===== src/rtl/fb_blit_engine.sv =====
`default_nettype none
// ============================================================================
// fb_blit_engine : text-mode frame buffer clear / scroll-up bus initiator
// Revision       : 1.0
// ============================================================================
module fb_blit_engine #(
    parameter logic [18:0] BASE_ADDR = 19'h5C000,
    parameter int          COLS      = 80,
    parameter int          ROWS      = 25
) (
    input  logic        clk,
    input  logic        reset_n,
    input  logic        start,
    input  logic        op,
    input  logic [15:0] fill_word,
    output logic        busy,
    output logic        done,
    output logic        data_m_access,
    input  logic        data_m_ack,
    output logic [18:0] data_m_addr,
    output logic        data_m_wr_en,
    output logic [15:0] data_m_data_out,
    input  logic [15:0] data_m_data_in,
    output logic [1:0]  data_m_bytesel
);

    typedef enum logic [2:0] {
        S_IDLE  = 3'd0,
        S_READ  = 3'd1,
        S_WRITE = 3'd2,
        S_FILL  = 3'd3,
        S_DONE  = 3'd4
    } state_t;

    localparam logic [10:0] LAST_COPY = 11'((ROWS - 1) * COLS - 1);
    localparam logic [10:0] LAST_FILL = 11'(ROWS * COLS - 1);
    localparam logic [18:0] ROW_STEP  = 19'(COLS);

    state_t      state_q,   state_d;
    logic [10:0] index_q,   index_d;
    logic [15:0] fill_q,    fill_d;
    logic [15:0] copy_q,    copy_d;
    logic        busy_q,    busy_d;
    logic        done_q,    done_d;
    logic        access_q,  access_d;
    logic        wr_en_q,   wr_en_d;
    logic [18:0] addr_q,    addr_d;
    logic [15:0] data_q,    data_d;
    logic [1:0]  bytesel_q, bytesel_d;
    logic [18:0] cell_addr;
    logic        accepted;

    assign cell_addr = BASE_ADDR + {8'd0, index_q};
    // Ack only counts while our own request is up; a trailing ack is dropped.
    assign accepted  = access_q && data_m_ack;

    always_comb begin
        state_d   = state_q;
        index_d   = index_q;
        fill_d    = fill_q;
        copy_d    = copy_q;
        busy_d    = busy_q;
        done_d    = 1'b0;
        access_d  = access_q;
        wr_en_d   = wr_en_q;
        addr_d    = addr_q;
        data_d    = data_q;
        bytesel_d = bytesel_q;

        case (state_q)
            S_IDLE: begin
                if (start) begin
                    fill_d  = fill_word;
                    index_d = 11'd0;
                    busy_d  = 1'b1;
                    state_d = op ? S_READ : S_FILL;
                end
            end
            S_READ: begin
                if (!access_q) begin
                    access_d  = 1'b1;
                    wr_en_d   = 1'b0;
                    addr_d    = cell_addr + ROW_STEP;
                    bytesel_d = 2'b11;
                end else if (accepted) begin
                    access_d  = 1'b0;
                    bytesel_d = 2'b00;
                    copy_d    = data_m_data_in;
                    state_d   = S_WRITE;
                end
            end
            S_WRITE: begin
                if (!access_q) begin
                    access_d  = 1'b1;
                    wr_en_d   = 1'b1;
                    addr_d    = cell_addr;
                    data_d    = copy_q;
                    bytesel_d = 2'b11;
                end else if (accepted) begin
                    access_d  = 1'b0;
                    bytesel_d = 2'b00;
                    index_d   = index_q + 11'd1;
                    state_d   = (index_q == LAST_COPY) ? S_FILL : S_READ;
                end
            end
            S_FILL: begin
                if (!access_q) begin
                    access_d  = 1'b1;
                    wr_en_d   = 1'b1;
                    addr_d    = cell_addr;
                    data_d    = fill_q;
                    bytesel_d = 2'b11;
                end else if (accepted) begin
                    access_d  = 1'b0;
                    bytesel_d = 2'b00;
                    index_d   = index_q + 11'd1;
                    if (index_q == LAST_FILL) begin
                        state_d = S_DONE;
                    end
                end
            end
            S_DONE: begin
                // First cycle raises done; second drops busy and returns to idle.
                if (!done_q) begin
                    done_d = 1'b1;
                end else begin
                    busy_d  = 1'b0;
                    state_d = S_IDLE;
                end
            end
            default: begin
                state_d = S_IDLE;
            end
        endcase
    end

    always_ff @(posedge clk or negedge reset_n) begin
        if (!reset_n) begin
            state_q   <= S_IDLE;
            index_q   <= 11'd0;
            fill_q    <= 16'd0;
            copy_q    <= 16'd0;
            busy_q    <= 1'b0;
            done_q    <= 1'b0;
            access_q  <= 1'b0;
            wr_en_q   <= 1'b0;
            addr_q    <= 19'd0;
            data_q    <= 16'd0;
            bytesel_q <= 2'b00;
        end else begin
            state_q   <= state_d;
            index_q   <= index_d;
            fill_q    <= fill_d;
            copy_q    <= copy_d;
            busy_q    <= busy_d;
            done_q    <= done_d;
            access_q  <= access_d;
            wr_en_q   <= wr_en_d;
            addr_q    <= addr_d;
            data_q    <= data_d;
            bytesel_q <= bytesel_d;
        end
    end

    assign busy            = busy_q;
    assign done            = done_q;
    assign data_m_access   = access_q;
    assign data_m_wr_en    = wr_en_q;
    assign data_m_addr     = addr_q;
    assign data_m_data_out = data_q;
    assign data_m_bytesel  = bytesel_q;

endmodule
`default_nettype wire

===== config.mk =====
export PLATFORM = sky130hd
export DESIGN_NAME = fb_blit_engine
export DESIGN_NICKNAME = d
export VERILOG_FILES = /design/src/rtl/fb_blit_engine.sv
export SDC_FILE = /design/constraint.sdc
export NUM_CORES = 1
export LEC_CHECK = 0
export CAP_MARGIN = 20
export CORE_UTILIZATION = 54
export CTS_CLUSTER_DIAMETER = 30
export DETAILED_ROUTE_END_ITERATION = 10
export PLACE_DENSITY = 0.84
export SLEW_MARGIN = 0
export SYNTH_ARGS = -nofsm -noshare
export SYNTH_HDL_FRONTEND = slang
export SYNTH_SLANG_ARGS = --single-unit
export TNS_END_PERCENT = 50

===== constraint.sdc =====
create_clock -name clk -period 5.5 [get_ports clk]
set_clock_uncertainty 0.15 [all_clocks]
set_input_delay 1.1 -clock clk [delete_from_list [all_inputs] [get_ports clk]]
set_output_delay 1.1 -clock clk [all_outputs]
set_load 0.02 [all_outputs]

==> results.toml <==
[outcome]
run_status = "completed"

[synthesis]
synth_edf_count = 0
synth_largest_type_area_fraction = 0.5592
synth_compound_area_frac = 0.09297
yosys.area_share.adder = 0.01049
synth-async-reset-ratio = 1.000
synth-seq-cells = 80
syn_area_um2 = 3580
synth.lib_cells_used.distinct = 39
ys.warnings.count = 0
synth.top_cells.by_area = "sky130_fd_sc_hd__dfrtp_1 (56%), sky130_fd_sc_hd__mux2_2 (11%), sky130_fd_sc_hd__mux2i_1 (5.0%), sky130_fd_sc_hd__a21oi_1 (3.8%), sky130_fd_sc_hd__nor2_1 (2.8%)"
synth_simple_gate_area_share = 0.1150
xor_xnor_share_of_the_synthesized_area = 0.01957
syn-instance-count = 313
sequential_to_total_area_share_from_yosys_stat = 0.5592
synth_top_family_by_area = "multiplexers"
biggest_area_consumer_among_synthesized_cells = "sky130_fd_sc_hd__dfrtp_1"
synthMostInstantiatedCell = "sky130_fd_sc_hd__dfrtp_1"
synth_ff_type = "sky130_fd_sc_hd__dfrtp_1"
syn-mean-instance-area_um2 = 11.44
synth.mux.area_fraction = 0.1636
netlist_top_cells_count = "sky130_fd_sc_hd__dfrtp_1 (80), sky130_fd_sc_hd__mux2_2 (36), sky130_fd_sc_hd__a21oi_1 (27), sky130_fd_sc_hd__nor2_1 (27), sky130_fd_sc_hd__nand2_1 (23)"

[power_and_ir_drop]
totalPowerFinal_w = 0.001907
leakage_nw = 1.908
cellPowerDensity_nw_per_um2 = 418.5
max-vdd-ir-drop_mv = 0.2690

[timing]
finalHoldViolCount = 0
maxClockFrequency_mhz = 332.9
setup_tns_ns = 0
rsz0062_at_grt = "no"
slew_violations = 0
period_minus_ws_final_ns = 3.004
layout_worst_path_cycle_share = 0.5461
tightestPinTransition_ns = 0.9845
worst_slew_margin_rel = 0.3409
report.final.setup_viol = 0

[cts]
post_cts_resized = 0
cts.sinks = 80
path_clk_slew_ns = 0.08
clock-root-buffer = "sky130_fd_sc_hd__clkbuf_8"
tritoncts.num_buffers = 9
bufs_on_longest_clock_path = 2
clkLatencyLatePin_ns = 0.36
post-cts-setup-buffer-count = 0
cts.htree.levels = 3
postCtsHoldBufs = 0
cts_tree = "yes"

[critical_path]
critical_path.cell_chain = "clkdlybuf4s50_1 > nand2_1 > nor4b_4 > mux2_2"
path_delay_family = "simple AND/OR/NAND/NOR gates"
worstReg2RegStart = "state_q[1]"
worst-endpoint-arrival_ns = 3.09
critPathBufInv = 1
critPathLaunchType = "primary input"
crit_path_end_kind = "flop"
beginning_of_the_critical_path = "data_m_ack"
crit_slowest_cell = "sky130_fd_sc_hd__nor4b_4"
critical-path-max-stage-delay_ns = 0.84
timing.critical_path.fanout_max = 16
worstSetupPathType = "in -> reg"
cp.required_ns = 5.59

[placement]
place.port_buffers = 74
detailedPlacementHpwl_um = 4920
place_congestion = 0.8618

[die]
die_width_um = 83.42
die_h_um = 83.42
std_cell_rows = 29
initial_core_util = 0.5605
core-area_um2 = 6386
floorplan.die_area_um2 = 6959
design.portCount = 78

[drt]
vias = 2558
wl_per_cell_um = 15.77
totalWireLength_um = 7272
drt-pass1-iter-count = 4
first_iter_violations = 178
route.detailed.vias_per_inst = 5.549
drc_errors = 0
final_antenna_net_count = 0

[global_route]
antenna_violations_before_repair = 0
total_congestion_overflow_after_global_routing = 0
grt_util_all_layers = 0.2226
grt_max_degree = 81
number_of_global_route_vias_before_repair = 2606
grt_first_pass_wirelength_um = 12120

[hold_path]
hold_removal_path_class = "reg -> reg"
worst_hold_startpoint = "data_m_addr[11]"

[final_layout]
insertedDiodeCount = 0
layout_cell_share_with_drive_strength_beyond_1 = 0.1589
syn_to_final_growth_pct = 27.26
final_nets = 419

[job]
maxCapViolations = 0
area by class of cell:
class	count	area, µm²
Clock buffer	10	137.6
Clock inverter	6	91.34
Fill cell	492	1831
Inverter	4	15.01
Multi-Input combinational cell	208	1460
Sequential cell	80	2002
Tap cell	77	96.34
Timing Repair Buffer	76	753.2
placed cells by master (no fill, tap or decap), types with 2 or more instances in the layout:
master / instances
sky130_fd_sc_hd__a21o_1: 2
sky130_fd_sc_hd__a21oi_1: 27
sky130_fd_sc_hd__a31oi_1: 2
sky130_fd_sc_hd__and3_1: 3
sky130_fd_sc_hd__buf_4: 3
sky130_fd_sc_hd__bufinv_16: 2
sky130_fd_sc_hd__clkbuf_8: 10
sky130_fd_sc_hd__clkdlybuf4s50_1: 73
sky130_fd_sc_hd__clkinvlp_4: 3
sky130_fd_sc_hd__conb_1: 3
sky130_fd_sc_hd__dfrtp_1: 80
sky130_fd_sc_hd__ha_1: 3
sky130_fd_sc_hd__inv_1: 4
sky130_fd_sc_hd__mux2_2: 36
sky130_fd_sc_hd__mux2i_1: 18
sky130_fd_sc_hd__nand2_1: 23
sky130_fd_sc_hd__nand2b_1: 4
sky130_fd_sc_hd__nand3_1: 7
sky130_fd_sc_hd__nor2_1: 26
sky130_fd_sc_hd__nor3_1: 3
sky130_fd_sc_hd__nor4b_1: 2
sky130_fd_sc_hd__nor4b_4: 2
sky130_fd_sc_hd__o21ai_0: 18
sky130_fd_sc_hd__o31ai_1: 3
sky130_fd_sc_hd__or3_1: 4
sky130_fd_sc_hd__xnor2_1: 7
state kept, by name, indices dropped and copies added, names as in the netlist:
name and count:
copy_q 16, data_m_data_out 16, data_m_addr 13, state_q 3, busy 1, data_m_wr_en 1
index_q 11, fill_q 16, data_m_access 1, done 1, data_m_bytesel 1
kinds of logic after synthesis:
group | count (synthesis)
compound gates | 58
fa+ha+maj | 3
mux | 54
flops | 80
simple gates | 82
buf+inv | 27
xor+xnor | 8
other cells | 1
where the power goes:
part / leakage [nW] / switching, W / internal, W
sequential: 0.978 / 0.000125 / 0.000771
clock: 0.105 / 0.000220 / 0.000269
combinational: 0.825 / 0.000239 / 0.000281
worst reg2reg max path: cells and delay by family (launching register included):
| kind | cells | cell delay (ns) |
|---|---|---|
| simple gates | 2 | 1.22 |
| mux | 1 | 0.30 |
| compound gates | 1 | 0.11 |
| flops | 1 | 0.61 |
per-stage QoR:
step	setup WS, ns	cells	hold slack (ns)	area (µm²)	util
after floorplan	2.867	315	0.3300	3587	-
after global placement	2.175	445	0.3097	4327	0.6775
after detailed placement	2.103	445	0.3167	4327	0.6775
after CTS	2.458	461	0.3346	4556	0.7134
after global routing	2.361	461	0.3450	4556	0.7134
final	2.496	461	0.3295	4556	0.7134
metal layers:
| layer | routed length, µm | up-vias | GRT usage |
|---|---|---|---|
| met5 | 0 | - | 0 |
| met4 | 195 | 0 | 0.1063 |
| met3 | 323 | 19 | 0.05070 |
| met2 | 3596 | 78 | 0.3770 |
| met1 | 3156 | 1250 | 0.2699 |
| li1 | - | 1211 | - |
worst paths after layout:
kind	depth (start not counted)	slack, ns	to
hold reg to reg	1	0.33	data_m_addr[11]
hold / removal	1	0.33	data_m_addr[11]
min in group asynchronous	1	0.73	data_m_addr[16]
max in group asynchronous	1	3.81	data_m_data_out[15]
setup reg to reg	4	2.99	data_m_data_out[4]
setup / recovery	4	2.50	copy_q[7]
Note: power is estimated with default switching activity, not from simulation.
